File: src/rtl/fft_frame_buffer.sv
// fft_frame_buffer: ping-pong frame assembler in front of the parallel FFT core.
// Collects N serial complex samples (valid/ready) into one bank while the
// other bank holds a finished frame for the consumer.
// Optional build macro: FFT_FRAME_BUFFER_BITREV_EN (bit-reversed write slots).
module fft_frame_buffer #(
    parameter int N            = 8,
    parameter int SAMPLE_WIDTH = 16
) (
    input  logic                               clk,
    input  logic                               rst,
    input  logic                               s_valid,
    output logic                               s_ready,
    input  logic [SAMPLE_WIDTH-1:0]            s_data,
    output logic                               m_valid,
    input  logic                               m_ready,
    output logic [N-1:0][SAMPLE_WIDTH-1:0]     m_data,
    output logic [1:0]                         frames_held
);
    localparam int IW = $clog2(N);

    typedef enum logic [1:0] {EMPTY = 2'd0, ONE = 2'd1, TWO = 2'd2} occ_e;

    logic [1:0][N-1:0][SAMPLE_WIDTH-1:0] bank_q;
    logic [1:0]    full_q, full_d;
    logic          wr_sel_q, wr_sel_d;
    logic          rd_sel_q, rd_sel_d;
    logic [IW-1:0] wr_idx_q, wr_idx_d;
    logic [IW-1:0] wr_addr;
    occ_e          occ_q, occ_d;

    logic in_acc, out_acc, last;

    assign s_ready     = !rst && !full_q[wr_sel_q];
    assign m_valid     = full_q[rd_sel_q];
    assign m_data      = bank_q[rd_sel_q];
    assign frames_held = occ_q;

    assign in_acc  = s_valid && s_ready;
    assign out_acc = m_valid && m_ready;
    assign last    = (wr_idx_q == IW'(N - 1));

    // Write slot: natural order, or bit-reversed index for a DIT core
    always_comb begin
        wr_addr = wr_idx_q;
`ifdef FFT_FRAME_BUFFER_BITREV_EN
        for (int b = 0; b < IW; b++) wr_addr[b] = wr_idx_q[IW-1-b];
`endif
    end

    // Next-state for bank flags and pointers; set and clear hit different banks
    always_comb begin
        full_d   = full_q;
        wr_sel_d = wr_sel_q;
        rd_sel_d = rd_sel_q;
        wr_idx_d = wr_idx_q;
        if (in_acc) begin
            if (last) begin
                full_d[wr_sel_q] = 1'b1;
                wr_sel_d         = ~wr_sel_q;
                wr_idx_d         = '0;
            end else begin
                wr_idx_d = wr_idx_q + IW'(1);
            end
        end
        if (out_acc) begin
            full_d[rd_sel_q] = 1'b0;
            rd_sel_d         = ~rd_sel_q;
        end
    end

    // Occupancy FSM: completion adds a frame, drain removes one, both cancel
    always_comb begin
        occ_d = occ_q;
        unique case (occ_q)
            EMPTY: if (in_acc && last) occ_d = ONE;
            ONE: begin
                if (in_acc && last && !out_acc)      occ_d = TWO;
                else if (out_acc && !(in_acc && last)) occ_d = EMPTY;
            end
            TWO:   if (out_acc) occ_d = ONE;
            default: occ_d = EMPTY;
        endcase
    end

    // State and bank storage; reset discards partial and held frames
    always_ff @(posedge clk) begin
        if (rst) begin
            bank_q   <= '0;
            full_q   <= '0;
            wr_sel_q <= 1'b0;
            rd_sel_q <= 1'b0;
            wr_idx_q <= '0;
            occ_q    <= EMPTY;
        end else begin
            if (in_acc) bank_q[wr_sel_q][wr_addr] <= s_data;
            full_q   <= full_d;
            wr_sel_q <= wr_sel_d;
            rd_sel_q <= rd_sel_d;
            wr_idx_q <= wr_idx_d;
            occ_q    <= occ_d;
        end
    end
endmodule

File: config.mk
export PLATFORM = sky130hd
export DESIGN_NAME = fft_frame_buffer
export DESIGN_NICKNAME = d
export VERILOG_FILES = /design/src/rtl/fft_frame_buffer.sv
export SDC_FILE = /design/constraint.sdc
export NUM_CORES = 1
export LEC_CHECK = 0
export CAP_MARGIN = 20
export CORE_ASPECT_RATIO = 0.9
export CORE_UTILIZATION = 29
export CTS_CLUSTER_SIZE = 20
export DETAILED_ROUTE_END_ITERATION = 8
export HOLD_SLACK_MARGIN = 0.06
export MAX_ROUTING_LAYER = met4
export SETUP_SLACK_MARGIN = 0.2
export SLEW_MARGIN = 20
export SYNTH_ARGS = -nofsm -noshare
export SYNTH_HDL_FRONTEND = slang
export SYNTH_SLANG_ARGS = --single-unit
File: constraint.sdc
create_clock -name clk -period 3.7 [get_ports clk]
set_input_delay 0.37 -clock clk [delete_from_list [all_inputs] [get_ports clk]]
set_output_delay 0.37 -clock clk [all_outputs]
set_load 0.01 [all_outputs]
==> reports/metrics.yaml <==
outcome:
  status: "completed"
routing:
  route.detailed.drc: 0
  vias: 7647
  post_drt_via_cell_ratio: 4.554
  wire_per_inst_um: 16.88
  ant_nets: 0
  wl_um: 28350
  initialDrtViolationCount: 332
  detailedRoute.firstPassIterationCount: 4
pwr:
  leakage_nw: 5.958
  p_comb_share_pct: 3.8
  p_sw_share_pct: 22.99
  power_frac_seq_pct: 47.8
  p_int_mw: 4.635
  power_density_mw_per_mm2: 428.2
  power.switching_mw: 1.384
  peakVddDrop_v: 0.0003067
  clkPwrFrac_pct: 48.4
setup_path:
  timing.critical_path.from_type: "flip-flop"
  timing.critical_path.arrival_ns: 2.67
  timing.critical_path.fanout_max: 41
  cp-end-kind: "output port"
  criticalPathCategory: "reg -> out"
  critPathRequiredTime_ns: 3.33
die:
  floorplan.initialDensity_pct: 29.66
  ioPinCount: 152
  die_area_mm2: 0.03912
  placeableCoreArea_mm2: 0.03747
  die_width_um: 208.4
  fp-row-count: 67
  die_height_um: 187.7
logic_synthesis:
  yosys.area.top_type_share_pct: 47.73
  share_of_flip_flops_with_an_asynchronous_set_or_reset_pct: 0
  post_synth_instance_area_mm2: 0.01112
  synth_cells: 1051
  synth-seq-area-share_pct: 47.73
  synth_cell_type_count: 35
  ys_dominant_reg_cell: "dfxtp_1"
  synth_edf_count: 0
  syn_avg_cell_area_um2: 10.58
  ys_warn_count: 0
  postSynthNetCount: 1073
  netlist_top_cells_area: "dfxtp_1, mux2i_1, mux2_2"
  ys_seq_elements: 265
  synth_top_area_cell: "dfxtp_1"
global_route:
  grt_pass1_vias: 7653
  grt_antenna_before_repair: 0
  maximum_number_of_pins_on_one_net_before_global_route_repair: 102
  grt_first_pass_wirelength_um: 44580
  globalRouteOverflowTotal: 0
  grt.total_usage_pct: 14.87
sta:
  hold_viol: 0
  final_setup_violating_endpoints: 0
  rsz0062_at_grt: "false"
  crit_share_post_route_pct: 82.10
  fin_tns_setup_ns: 0
  least_margin_pin_slew_ns: 1.096
  worst_clock_skew_ns: 0.02956
  relSlewSlack_pct: 26.95
  period_needed_ns: 3.038
  max_clk_rate_mhz: 329.2
  slew_viol_final: 0
cts:
  worst_setup_hold_path_clk_slew_ns: 0.06
  cts_hold_repair.buffers: 0
  cts_tree: "yes"
  max_h_tree_level: 1
  clock_latency_ns: 0.58
  number_of_buffers_between_clock_root_and_the_deepest_sink: 3
  tritoncts_num_sinks: 265
  tritoncts.num_buffers: 30
  cts_resized: 0
  ctsRootBufferMaster: "clkbuf_16"
  cts.repair_timing.setup_buffer_count: 0
layout:
  layout_commonest_cell: "dfxtp_1"
  antennaDiodeCount: 0
  layout_cell_share_with_drive_strength_beyond_1_pct: 17.89
  layout.cells.most_common_list: "dfxtp_1, nor2_1, mux2i_1, clkdlybuf4s50_1, mux2_2"
  nets: 1195
  cell_area_after_layout_mm2: 0.01406
  areaGrowthSynthToFinish_pct: 26.46
placement:
  numPortBuffers: 151
  detailedPlacementHpwl_um: 18220
  placedInstanceArea_mm2: 0.01308
  gp_congestion: 0.7182
worst_hold_path:
  worstHoldPathType: "in -> reg"
flow_run:
  cap_violations: 0
[worst paths after layout]
| kind | start | end | slack, ns | cells past startpoint |
|---|---|---|---|---|
| setup / recovery | rd_sel_q$_SDFFE_PP0P_ | m_data[121] | 0.66 | 3 |
| hold / removal | rst | wr_sel_q$_SDFFE_PP0P_ | 0.38 | 4 |
| setup reg to reg | rd_sel_q$_SDFFE_PP0P_ | frames_held[0]$_SDFFE_PP0P_ | 1.34 | 5 |
| hold reg to reg | bank_q[153]$_SDFFE_PP0P_ | bank_q[153]$_SDFFE_PP0P_ | 0.49 | 2 |
[state kept, by name, indices dropped and copies added (netlist names)]
register / cells
frames_held: 2
rd_sel_q: 1
bank_q: 256
full_q: 2
wr_addr: 3
wr_sel_q: 1
[synthesized netlist by cell type, drive strengths merged (2+ instances only)]
master	n
dfxtp	265
nor2	260
mux2i	258
mux2	130
clkbuf	58
buf	26
nor3	8
a21oi	6
nand3	6
nand2b	4
nand2	3
ha	2
nand3b	2
nand4	2
nor2b	2
nor4	2
o21ai	2
or3	2
or3b	2
[cell families (layout without fill, tap and decap cells)]
| family | count (synthesis) | after routing | synth area share, % |
|---|---|---|---|
| mux | 388 | 388 | 36.40 |
| compound gates | 10 | 10 | 0.5066 |
| buf+inv | 85 | 230 | 3.287 |
| flops | 265 | 265 | 47.73 |
| simple gates | 301 | 301 | 11.85 |
| fa+ha+maj | 2 | 2 | 0.2251 |
[layer usage]
metal,vias up,track usage [%],part of all wire [%]
met5,-,-,0
li1,3839,-,-
met2,122,24.08,47
met3,29,2.428,3.1
met1,3657,19.54,48
met4,0,2.849,1.6
[worst max-delay path, cell delays in order, from the launching register on]
cell	delay (ns)
dfxtp_4	0.76
buf_4	0.41
mux2_2	0.40
clkdlybuf4s50_1	0.49
[power groups by stage]
stage / combinational (mW) / sequential (mW) / clock (mW)
2_1_floorplan: 0.132 / 2.94 / 0
3_3_place_gp: 0.228 / 2.94 / 0
3_5_place_dp: 0.231 / 2.94 / 0
4_1_cts: 0.232 / 2.88 / 3.02
5_1_grt: 0.244 / 2.88 / 3.13
6_report: 0.226 / 2.88 / 2.91
[per-stage QoR]
stage	hold WS, ns	power, mW	setup slack (ns)	instances	util (%)
6_report	0.3768	6.019	0.6624	1679	37.51
4_1_cts	0.3316	6.131	0.5858	1679	37.51
5_1_grt	0.3771	6.252	0.5570	1679	37.51
3_5_place_dp	0.4750	3.173	1.060	1624	34.91
2_1_floorplan	0.4544	3.067	1.673	1051	-
3_3_place_gp	0.4659	3.170	1.107	1624	34.91
[layout make-up]
class,instances,area (µm²)
Clock buffer,40,849.6
Clock inverter,15,126.4
Fill cell,3650,23420
Inverter,1,3.754
Multi-Input combinational cell,701,5464
Sequential cell,265,5309
Tap cell,483,604.3
Timing Repair Buffer,174,1700
Power figures use the tool's default switching activity.
